===== src/rtl/mccpu_ctrl_if.sv =====
// Memory handshake bundle between the multi-cycle controller and the
// instruction/data memories.
interface mccpu_ctrl_if;
    logic imem_req;
    logic imem_ready;
    logic dmem_req;
    logic dmem_ready;
    logic MemWrite;

    modport master (
        output imem_req,
        output dmem_req,
        output MemWrite,
        input  imem_ready,
        input  dmem_ready
    );

    modport slave (
        input  imem_req,
        input  dmem_req,
        input  MemWrite,
        output imem_ready,
        output dmem_ready
    );
endinterface


===== src/rtl/mccpu_ctrl.sv =====
// Multi-cycle MIPS-subset control FSM with variable-latency memory handshake
// and a wait-state watchdog; strobes are decoded combinationally from state.
module mccpu_ctrl #(
    parameter int unsigned MAX_WAIT = 15,
    parameter int unsigned WAIT_W   = 4
) (
    input  logic         clk,
    input  logic         rstn,
    input  logic [5:0]   Op,
    input  logic [5:0]   Funct,
    input  logic         Zero,
    mccpu_ctrl_if.master mem,
    output logic         IRWrite,
    output logic         PCWrite,
    output logic         RegWrite,
    output logic         EXTOp,
    output logic [2:0]   ALUOp,
    output logic [1:0]   NPCOp,
    output logic         ALUSrc,
    output logic [1:0]   GPRSel,
    output logic [1:0]   WDSel,
    output logic [2:0]   state,
    output logic         illegal,
    output logic         bus_err
);

    typedef enum logic [2:0] {
        StIdle   = 3'd0,
        StFetch  = 3'd1,
        StDecode = 3'd2,
        StExe    = 3'd3,
        StMem    = 3'd4,
        StWb     = 3'd5,
        StHalt   = 3'd7
    } state_e;

    localparam logic [2:0] AluNop  = 3'b000;
    localparam logic [2:0] AluAdd  = 3'b001;
    localparam logic [2:0] AluSub  = 3'b010;
    localparam logic [2:0] AluAnd  = 3'b011;
    localparam logic [2:0] AluOr   = 3'b100;
    localparam logic [2:0] AluSlt  = 3'b101;
    localparam logic [2:0] AluSltu = 3'b110;
    localparam logic [2:0] AluNor  = 3'b111;

    state_e              state_q, state_d;
    logic [WAIT_W-1:0]   cnt_q, cnt_d;
    logic                illegal_q, bus_err_q;
    logic                set_illegal, set_bus_err;

    logic       is_alu_r, is_jr, is_jalr;
    logic       is_addi, is_ori, is_lw, is_sw, is_beq, is_bne, is_j, is_jal;
    logic       is_legal, is_jump;
    logic [2:0] alu_r, alu_sel;
    logic       ext_sel, src_sel;

    always_comb begin
        is_alu_r = 1'b0;
        is_jr    = 1'b0;
        is_jalr  = 1'b0;
        alu_r    = AluNop;
        if (Op == 6'b000000) begin
            case (Funct)
                6'b100000, 6'b100001: begin is_alu_r = 1'b1; alu_r = AluAdd;  end
                6'b100010, 6'b100011: begin is_alu_r = 1'b1; alu_r = AluSub;  end
                6'b100100:            begin is_alu_r = 1'b1; alu_r = AluAnd;  end
                6'b100101:            begin is_alu_r = 1'b1; alu_r = AluOr;   end
                6'b100111:            begin is_alu_r = 1'b1; alu_r = AluNor;  end
                6'b101010:            begin is_alu_r = 1'b1; alu_r = AluSlt;  end
                6'b101011:            begin is_alu_r = 1'b1; alu_r = AluSltu; end
                6'b001000:            is_jr   = 1'b1;
                6'b001001:            is_jalr = 1'b1;
                default:              ;
            endcase
        end
    end

    assign is_addi  = (Op == 6'b001000);
    assign is_ori   = (Op == 6'b001101);
    assign is_lw    = (Op == 6'b100011);
    assign is_sw    = (Op == 6'b101011);
    assign is_beq   = (Op == 6'b000100);
    assign is_bne   = (Op == 6'b000101);
    assign is_j     = (Op == 6'b000010);
    assign is_jal   = (Op == 6'b000011);
    assign is_jump  = is_j | is_jal | is_jr | is_jalr;
    assign is_legal = is_alu_r | is_jump | is_addi | is_ori | is_lw | is_sw | is_beq | is_bne;

    // ALU setup shared by EXE and MEM so the address stays stable during the access
    always_comb begin
        if (is_alu_r)                       alu_sel = alu_r;
        else if (is_addi | is_lw | is_sw)   alu_sel = AluAdd;
        else if (is_ori)                    alu_sel = AluOr;
        else if (is_beq | is_bne)           alu_sel = AluSub;
        else                                alu_sel = AluNop;
    end
    assign ext_sel = is_addi | is_lw | is_sw;
    assign src_sel = is_addi | is_ori | is_lw | is_sw;

    always_comb begin
        state_d      = state_q;
        cnt_d        = cnt_q;
        set_illegal  = 1'b0;
        set_bus_err  = 1'b0;
        mem.imem_req = 1'b0;
        mem.dmem_req = 1'b0;
        mem.MemWrite = 1'b0;
        IRWrite      = 1'b0;
        PCWrite      = 1'b0;
        RegWrite     = 1'b0;
        EXTOp        = 1'b0;
        ALUOp        = AluNop;
        NPCOp        = 2'b00;
        ALUSrc       = 1'b0;
        GPRSel       = 2'b00;
        WDSel        = 2'b00;

        unique case (state_q)
            StIdle: state_d = StFetch;
            StFetch: begin
                mem.imem_req = 1'b1;
                if (mem.imem_ready) begin
                    IRWrite = 1'b1;
                    state_d = StDecode;
                end else if (cnt_q == WAIT_W'(MAX_WAIT)) begin
                    state_d     = StHalt;
                    set_bus_err = 1'b1;
                end else begin
                    cnt_d = cnt_q + 1'b1;
                end
            end
            StDecode: begin
                if (!is_legal) begin
                    state_d     = StHalt;
                    set_illegal = 1'b1;
                end else if (is_jump) begin
                    PCWrite = 1'b1;
                    NPCOp   = (is_jr | is_jalr) ? 2'b11 : 2'b10;
                    if (is_jal | is_jalr) begin
                        RegWrite = 1'b1;
                        GPRSel   = 2'b10;
                        WDSel    = 2'b10;
                    end
                    state_d = StFetch;
                end else begin
                    state_d = StExe;
                end
            end
            StExe: begin
                ALUOp  = alu_sel;
                EXTOp  = ext_sel;
                ALUSrc = src_sel;
                if (is_beq | is_bne) begin
                    PCWrite = 1'b1;
                    NPCOp   = ((is_beq & Zero) | (is_bne & ~Zero)) ? 2'b01 : 2'b00;
                    state_d = StFetch;
                end else if (is_lw | is_sw) begin
                    state_d = StMem;
                end else begin
                    state_d = StWb;
                end
            end
            StMem: begin
                ALUOp        = alu_sel;
                EXTOp        = ext_sel;
                ALUSrc       = src_sel;
                mem.dmem_req = 1'b1;
                mem.MemWrite = is_sw;
                if (mem.dmem_ready) begin
                    if (is_sw) begin
                        PCWrite = 1'b1;
                        state_d = StFetch;
                    end else begin
                        state_d = StWb;
                    end
                end else if (cnt_q == WAIT_W'(MAX_WAIT)) begin
                    state_d     = StHalt;
                    set_bus_err = 1'b1;
                end else begin
                    cnt_d = cnt_q + 1'b1;
                end
            end
            StWb: begin
                RegWrite = 1'b1;
                PCWrite  = 1'b1;
                if (is_lw) begin
                    GPRSel = 2'b01;
                    WDSel  = 2'b01;
                end else if (is_addi | is_ori) begin
                    GPRSel = 2'b01;
                end
                state_d = StFetch;
            end
            StHalt: state_d = StHalt;
            default: state_d = StIdle;
        endcase

        // Every state change restarts the wait count for the next wait state
        if (state_d != state_q) cnt_d = '0;
    end

    always_ff @(posedge clk or negedge rstn) begin
        if (!rstn) begin
            state_q   <= StIdle;
            cnt_q     <= '0;
            illegal_q <= 1'b0;
            bus_err_q <= 1'b0;
        end else begin
            state_q   <= state_d;
            cnt_q     <= cnt_d;
            illegal_q <= illegal_q | set_illegal;
            bus_err_q <= bus_err_q | set_bus_err;
        end
    end

    assign state   = state_q;
    assign illegal = illegal_q;
    assign bus_err = bus_err_q;

endmodule


===== src/flat_wrapper.sv =====
// flat-port wrapper written by rule: the top's interface ports become plain ports
module mccpu_ctrl_flat 
#(
    parameter int unsigned MAX_WAIT = 15,
    parameter int unsigned WAIT_W   = 4
)
  (clk, rstn, Op, Funct, Zero, IRWrite, PCWrite, RegWrite, EXTOp, ALUOp, NPCOp, ALUSrc, GPRSel, WDSel, state, illegal, bus_err, mem_imem_req, mem_dmem_req, mem_MemWrite, mem_imem_ready, mem_dmem_ready);
  mccpu_ctrl_if mem_i ();
  input  logic clk;
  input  logic rstn;
  input  logic [5:0] Op;
  input  logic [5:0] Funct;
  input  logic Zero;
  output logic IRWrite;
  output logic PCWrite;
  output logic RegWrite;
  output logic EXTOp;
  output logic [2:0] ALUOp;
  output logic [1:0] NPCOp;
  output logic ALUSrc;
  output logic [1:0] GPRSel;
  output logic [1:0] WDSel;
  output logic [2:0] state;
  output logic illegal;
  output logic bus_err;
  output wire logic [$bits(mem_i.imem_req)-1:0] mem_imem_req;
  output wire logic [$bits(mem_i.dmem_req)-1:0] mem_dmem_req;
  output wire logic [$bits(mem_i.MemWrite)-1:0] mem_MemWrite;
  input wire logic [$bits(mem_i.imem_ready)-1:0] mem_imem_ready;
  input wire logic [$bits(mem_i.dmem_ready)-1:0] mem_dmem_ready;
  assign mem_imem_req = mem_i.imem_req;
  assign mem_dmem_req = mem_i.dmem_req;
  assign mem_MemWrite = mem_i.MemWrite;
  assign mem_i.imem_ready = mem_imem_ready;
  assign mem_i.dmem_ready = mem_dmem_ready;
  mccpu_ctrl #(.MAX_WAIT(MAX_WAIT), .WAIT_W(WAIT_W)) u_core (.clk(clk), .rstn(rstn), .Op(Op), .Funct(Funct), .Zero(Zero), .mem(mem_i), .IRWrite(IRWrite), .PCWrite(PCWrite), .RegWrite(RegWrite), .EXTOp(EXTOp), .ALUOp(ALUOp), .NPCOp(NPCOp), .ALUSrc(ALUSrc), .GPRSel(GPRSel), .WDSel(WDSel), .state(state), .illegal(illegal), .bus_err(bus_err));
endmodule

===== config.mk =====
export PLATFORM = sky130hd
export DESIGN_NAME = mccpu_ctrl_flat
export DESIGN_NICKNAME = d
export VERILOG_FILES = /design/src/rtl/mccpu_ctrl_if.sv /design/src/rtl/mccpu_ctrl.sv /design/src/flat_wrapper.sv
export SDC_FILE = /design/constraint.sdc
export NUM_CORES = 1
export LEC_CHECK = 0
export ABC_AREA = 1
export BUFFER_PORTS_ARGS = -buffer_cell sky130_fd_sc_hd__buf_2
export CAP_MARGIN = 20
export CORE_ASPECT_RATIO = 2
export CORE_MARGIN = 5
export CORE_UTILIZATION = 25
export CTS_CLUSTER_SIZE = 10
export DETAILED_ROUTE_END_ITERATION = 16
export PLACE_DENSITY = 0.49
export SETUP_SLACK_MARGIN = 0.2
export SLEW_MARGIN = 10
export SYNTH_ARGS = -nofsm -noshare
export SYNTH_HDL_FRONTEND = slang
export SYNTH_SLANG_ARGS = --single-unit

===== constraint.sdc =====
create_clock -name clk -period 4.5 [get_ports clk]
set_input_delay 0.225 -clock clk [delete_from_list [all_inputs] [get_ports clk]]
set_output_delay 0.225 -clock clk [all_outputs]
set_load 0.03 [all_outputs]

[After elaboration in Yosys (flattened, before gate mapping)]
Cells that the tools add are included.
Storage, ports and cells
  input bits: 17
  memories: 0
  output and inout bits: 22
  latch bits: 0
  register bits after elaboration: 9
  bits in writable memories: 0
  bits in read-only memories: 0
  word-level logic and storage cells: 132
Cells by class
  reduce and logical (&&, ||, !) cells: 9
  shift operators: 0
  bitwise logic cells: 25
  divide/modulo/power cells: 0
  $mul: 0
  add/sub/neg operators: 1
  multiplexer cells: 64
  magnitude comparators: 0
  equality and inequality tests: 29
Operator list (number)
  $eq A6 B6 Y1 const B: 11
  $mux W3: 11
  $mux W1: 31
  $eq A6 B4 Y1 const B: 4
  $or A1 B1 Y1: 22
  $pmux W3 S7: 1
  $mux W2: 9
  $pmux W3 S6: 1
  $mux W4: 4
  $eq A6 B2 Y1 const B: 2
  $eq A6 B3 Y1 const B: 2
  $pmux W2 S2: 3
  $eq A3 B3 Y1 const B: 3
  $reduce_or A9 Y1: 1
  $pmux W4 S2: 1
  $reduce_or A2 Y1: 4
  $eq A3 B2 Y1 const B: 2
  $logic_not A6 Y1: 1
  $ne A3 B2 Y1 const B: 2
  $add A4 B1 Y4 const B: 1
  $eq A4 B4 Y1 const B: 1
  $pmux W1 S2: 2
  $pmux W1 S4: 1
  $eq A3 B1 Y1 const B: 1
  other kinds (6): 7

[Logic depth before layout (Yosys ltp)]
Gate-level depths: netlist of run 1.
  depth after elaboration: 17
  gate-level depth with buffers: 12
  mapped depth without buffers: 12

[Worst setup path after synthesis of run 1]
No wires, ideal clock.
  path type: reg-to-output
  start point: reg u_core.state_q[0] (netlist: u_core.state[0])
  end point: out NPCOp[0]
  required time: 4275 ps
  slack: 2391 ps
  path buffers: 1
  cell stages (with the launch flop): 8
  arrival: 1884 ps
  cell sequence: dfrtp_1 buf_6 nand2_1 nor2_1 inv_1 a21oi_1 o21ai_0 a21boi_0
On the way
  longest elaborated chain between the ends: 2
  elaborated cells on any way between the ends: 3
  classes of those cells: 2 x eq/ne; 1 x mux
Ends and longest elaborated chain
  from (decl): line mccpu_ctrl.sv:46  | state_e state_q, state_d;
  from (signal assigned): line mccpu_ctrl.sv:204  | state_q <= StIdle;
  from (signal assigned): line mccpu_ctrl.sv:209  | state_q <= state_d;
  $eq A3 B2 Y1: line mccpu_ctrl.sv:118  | unique case (state_q)
  $pmux W2 S2 *: line mccpu_ctrl.sv:118
  to (decl): line flat_wrapper.sv:19  | output logic [1:0] NPCOp;
Mark *: on every way between the ends. The rest lies on a longest branch, timed or not.

[Worst setup path in the final report of run 1]
Ends and elaborated chain as after synthesis.

==> results of run 1 <==
registers in the layout, summed over array words and instances (netlist names):
signal and cells:
u_core.cnt_q 4, u_core.state 3, u_core.bus_err 1, u_core.illegal 1
placed cells by master, fill, tap and decap left out, drive strengths merged:
cell type and count:
dfrtp 9, xnor2 1, nand3 21, xor2 3, a21oi 7, o31ai 1, a31oi 1, o311ai 1
a32oi 1, nor2 35, o22ai 1, o21ai 9, buf 38, nor3 4, a211oi 1, clkbuf 4
nand2 36, a21boi 1, nand4 6, inv 33, dlygate4sd3 1, ha 2
layout make-up:
| class | count | area share [%] |
|---|---|---|
| Clock buffer | 4 | 3.29 |
| Tap cell | 54 | 4.94 |
| Inverter | 33 | 9.60 |
| Multi-Input combinational cell | 131 | 51.1 |
| Sequential cell | 9 | 16.5 |
| Timing Repair Buffer | 39 | 14.6 |
power breakdown:
part | switching (uW) | internal, uW | total [uW] | leakage [uW]
Clock | 31.3 | 61.6 | 92.9 | 0.0000228
Combinational | 21.8 | 11.6 | 33.3 | 0.000617
Sequential | 0.221 | 81.7 | 81.9 | 0.0000973
Total | 53.3 | 155 | 208 | 0.000737
repair_timing:
item	4_1_cts	5_1_grt
hold endpoints to repair	9	0
hold buffers	1	0
buffers inserted	0	0
critical path, delay by kind of cell, from the launching register on:
kind	cells	cell delay, ns
flops	1	0.56
compound gates	3	0.35
simple gates	2	0.33
buf+inv	2	0.32
worst max-delay path by stage:
stage               startpoint       end  slack, ns  cells after the start
2_1_floorplan  u_core.state[0]  NPCOp[0]       2.39                      7
3_3_place_gp   u_core.state[0]  NPCOp[0]       2.66                      7
3_5_place_dp   u_core.state[0]    ALUSrc       2.70                      7
4_1_cts        u_core.state[0]    ALUSrc       2.44                      7
5_1_grt        u_core.state[0]  NPCOp[0]       2.25                      7
6_report       u_core.state[0]  NPCOp[0]       2.48                      7
stage by stage:
stage | utilization (%) | power (uW) | instance area (um^2) | instances
CTS | 31.9 | 210 | 1370 | 270
global placement | 30.6 | 117 | 1310 | 265
floorplan | - | 99.3 | 1090 | 176
detailed placement | 30.6 | 116 | 1310 | 265
global route | 31.9 | 218 | 1370 | 270
finish | 31.9 | 208 | 1370 | 270
cell families after synthesis:
family | share of synthesized area (%)
flops | 20.7
compound gates | 12.6
simple gates | 46.3
xor+xnor | 3.23
fa+ha+maj | 2.30
buf+inv | 14.9
layer usage:
metal,track usage [%],routed length [um],up-vias
met4,4.39,40,0
met5,0,0,-
met3,1.99,128,4
met2,24.9,1960,22
li1,-,-,648
met1,11.0,1090,546
==> impl_metrics.ini, run 1 <==
[status]
status = finished, final reports clean

[detailed_routing]
wl_per_cell_um = 11.9
viasPerCell = 4.52
ant_nets = 0
drt-total-wl_mm = 3.22
drc_errors = 0
via_count = 1220
drt-initial-drc-count = 17
drt_first_pass_iters = 4

[sta]
rsz0062_at_grt = no
setup_viol = 0
fin_hold_ws_ns = 0.231
fmax_mhz = 495
finalMaxSlewViolations = 0
hold_violations = 0
fin_skew_ns = 0.00312
final.setup.tns_ns = 0
max-slew-margin-rel_pct = 71.0
final.min_clock_period_ns = 2.02
post-route-period-util_pct = 44.9
worstMarginPinSlew_ns = 0.434
post-route-worst-setup-slack_ns = 2.48

[global_route]
grt_pass1_vias = 1218
grt_pass1_wl_mm = 5.43
grt_max_degree = 10
gr-total-overflow = 0
track_usage_pct = 11.9
antenna_found_initial = 0

[clock_network]
clkLatencyLatePin_ns = 0.23
root_buffer = clkbuf_8
htreeDepth = 1
clk_path_buf_depth = 2
cts_sinks = 9
cts_tree = done
cts_resized = 0
clkTransAtPathRegs_ns = 0.04
cts_buffers = 3

[final_layout]
area_growth_pct = 26.0
multiInputGateArea_um2 = 699
drive_gt1_share_pct = 30.1
n_antenna_cell = 0
nNetsFinal = 236
seq_area_um2 = 225
fillers = 499

[place]
dp_hpwl_mm = 2.91
place_ws_ns = 2.70
gp_congestion = 0.812
portBuffers = 38

[setup_path]
r2r_end = u_core.cnt_q[2]
critPathSlowestCell = dfrtp_1
r2r_cells = 8
reg2reg_slack_ns = 2.82
crit_required_ns = 4.28
path_max_fanout = 8
crit_type = flop to output pin
worst_ep_arrival_time_ns = 1.79
cp_slowest_stage_delay_ns = 0.56
end_kind = output pin
cp_cell_sequence = nand2_1 > nor2_1 > inv_1 > a21oi_1 > o21ai_0 > a21boi_0 > buf_2
startpoint_type = flop
r2r_start = u_core.state[2]

[floorplanning]
rows = 34
core_area_um2 = 4300
die-area_um2 = 5840
die_w_um = 56.6
start_util_pct = 25.3
fp.dieH_um = 103
num_io_pins = 39

[pwr]
ir_worst_vdd_uv = 88.8
p_per_area_nw_per_um2 = 152
p_leak_uw = 0.000737

[yosys]
synthDistinctLibCells = 32
yosys_warnings = 0
synth.most_common_cell = nand2_1
synth_top_area_cell = dfrtp_1
ys.flop_type = dfrtp_1
syn_avg_cell_area_um2 = 6.17
postSynthCellCount = 176
synth_common_cells = 34 x nand2_1, 30 x nor2_1, 26 x inv_1, 14 x nand3_1, 9 x dfrtp_1
synth_edf_count = 0
ys_top_cells_by_area = dfrtp_1 21%, nand2_1 12%, nor2_1 10%, inv_1 9.0%, nand3_1 6.5%
synth-seq-area-share_pct = 20.7
async_flop_share_pct = 100
netlist.area_leader.share_pct = 20.7
netlist_area_um2 = 1090
ys_ff_latch = 9
syn_nets = 195

[worst_hold_path]
min_delay_worst_endpoint = u_core.bus_err
hp-class = primary input to flop
min_from = mem_dmem_ready
min_path_cells = 2

[flow_run]
cap_violations = 0
No activity file was read; power rests on OpenSTA's default activity.
==> run 2: changes to the inputs <==
--- a/config.mk
+++ b/config.mk
@@ -13,7 +13,7 @@
 export CORE_UTILIZATION = 25
 export CTS_CLUSTER_SIZE = 10
 export DETAILED_ROUTE_END_ITERATION = 16
-export PLACE_DENSITY = 0.49
+export PLACE_DENSITY = 0.51
 export SETUP_SLACK_MARGIN = 0.2
 export SLEW_MARGIN = 10
 export SYNTH_ARGS = -nofsm -noshare
==> constraint.sdc (replaced) <==
create_clock -name clk -period 1.8 [get_ports clk]
set_input_delay 0.09 -clock clk [delete_from_list [all_inputs] [get_ports clk]]
set_output_delay 0.09 -clock clk [all_outputs]
set_load 0.03 [all_outputs]
==> run 2 against run 1 <==
- worst hold slack worse by 0.12 ns
- global-route usage grew 0.33 points
- design area rose by 11%
- critical path type unchanged
- sequential share of layout area fell by 1.4 points
- clock power increased to 2.5 times the previous value
- clock-buffer cell count stayed put
- final cell count up 2.6%
- first-iteration DRC count decreased by 5.9%
- sequential cell count unchanged
- power increased to 2.5 times the previous value
==> impl_metrics.ini, run 2 (same netlist as run 1, synthesis figures left out) <==
[status]
status = finished, final reports clean

[pwr]
switching_share_pct = 26.0
switching_power_uw = 136
p_clk_share_pct = 44.9
power_frac_seq_pct = 39.2
p_per_area_nw_per_um2 = 344
ir_worst_vdd_uv = 263
p_leak_uw = 0.000768
total_power_uw = 524
power_frac_comb_pct = 15.9
p_int_uw = 387

[clock_network]
root_buffer = clkbuf_8
cts_sinks = 9
cts_buffers = 3
clkTransAtPathRegs_ns = 0.04
htreeDepth = 1
clkLatencyLatePin_ns = 0.23
clk_path_buf_depth = 2
cts_tree = done

[final_layout]
seq_area_um2 = 229
largest_register_ffs = 4
n_antenna_cell = 0
nNetsFinal = 243
multiInputGateArea_um2 = 768
drive_gt1_share_pct = 39.9
area_growth_pct = 40.1
final_area_um2 = 1520
layout_commonest_cell = buf_2
final_cell_mix = 31 x buf_2, 30 x nand2_1, 27 x nor2_1, 23 x inv_1, 13 x nand3_1
largest-register = u_core.cnt_q
fillers = 493

[worst_hold_path]
hp-class = primary input to flop
min_from = mem_dmem_ready

[setup_path]
crit_type = flop to output pin
crit_required_ns = 1.71
end_kind = output pin
startpoint_type = flop
crit_start = u_core.state[1]
worst_ep_arrival_time_ns = 1.50
r2r_start = u_core.state[1]
path_max_fanout = 5

[detailed_routing]
wl_per_cell_um = 12.0
drc_errors = 0
viasPerCell = 4.63
ant_nets = 0
via_count = 1282
drt-total-wl_mm = 3.33
drt_first_pass_iters = 4
drt-initial-drc-count = 16

[global_route]
grt_pass1_wl_mm = 5.51
antenna_found_initial = 0
track_usage_pct = 12.2
gr-total-overflow = 0
grt_pass1_vias = 1306
grt_max_degree = 10

[floorplanning]
start_util_pct = 25.3
num_io_pins = 39
fp.dieH_um = 103
die-area_um2 = 5840
rows = 34
core_area_um2 = 4300
die_w_um = 56.6

[sta]
fmax_mhz = 629
fin_skew_ns = 0.00118
final.min_clock_period_ns = 1.59
final.setup.tns_ns = 0
hold_violations = 0
post-route-period-util_pct = 88.4
finalMaxSlewViolations = 0
worstMarginPinSlew_ns = 0.457
rsz0062_at_grt = yes
max-slew-margin-rel_pct = 69.3
fin_hold_ws_ns = 0.108
setup_viol = 0

[place]
postPlaceCellArea_um2 = 1340
dp_hpwl_mm = 2.85
portBuffers = 38
gp_congestion = 0.816

[flow_run]
cap_violations = 0
[run 2: cell types whose count changed in the layout (fill, tap and decap cells not counted), moves of 4 or more]
cell	delta
nand2_1	-4
buf_4	+11
nand2_2	+4
buf_2	-7
[run 2: worst paths after layout]
kind / end / slack (ns) / cells past startpoint
max: PCWrite / 0.21 / 7
min: u_core.bus_err / 0.11 / 2
max reg2reg: u_core.cnt_q[0] / 0.28 / 9
min reg2reg: u_core.illegal / 0.47 / 2
max in group asynchronous: u_core.state[0] / 1.38 / 2
min in group asynchronous: u_core.cnt_q[2] / 0.23 / 2
[run 2: cell type report]
cell class / instances / share of cell area [%]
multi-input cells: 131 / 50.5
well taps: 54 / 4.44
repair buffers: 46 / 18.3
flip-flops and latches: 9 / 15.0
clock buffers: 4 / 2.96
inverters: 33 / 8.80
[run 2: stage by stage]
step	utilization (%)	std cells	setup slack [ns]
after floorplan	-	176	0.150
after global placement	31.2	266	0.240
after detailed placement	31.2	266	0.194
after CTS	34.5	276	0.202
after global routing	35.4	277	0.0992
final	35.4	277	0.210
[run 2: metal layers]
| metal | up-vias | track usage, % | routed length, um |
|---|---|---|---|
| met5 | - | 0 | 0 |
| met4 | 0 | 8.04 | 101 |
| met3 | 9 | 2.11 | 151 |
| met2 | 31 | 25.2 | 1990 |
| met1 | 580 | 10.1 | 1090 |
| li1 | 662 | - | - |
[run 2: worst max-delay path, stage by stage, from the launching register on]
cell and delay (ns):
dfrtp_2 0.43, inv_4 0.08, nor3_4 0.25, nand2_1 0.10, inv_2 0.06, a21oi_1 0.04
a21oi_2 0.14, buf_4 0.17
[run 2: what timing repair did]
action	CTS	global route
endpoints found under the setup margin	13	13
pin swaps	3	3
resized for setup	13	15
endpoints found under the hold margin	9	0
hold buffers	1	0
buffers inserted	5	1
[run 2: power groups by stage]
stage,clock (uW),sequential [uW],combinational [uW]
2_1_floorplan,0,210,38.2
3_3_place_gp,0,208,82.7
3_5_place_dp,0,208,82.8
4_1_cts,244,205,84.4
5_1_grt,250,205,96.5
6_report,235,205,83.4
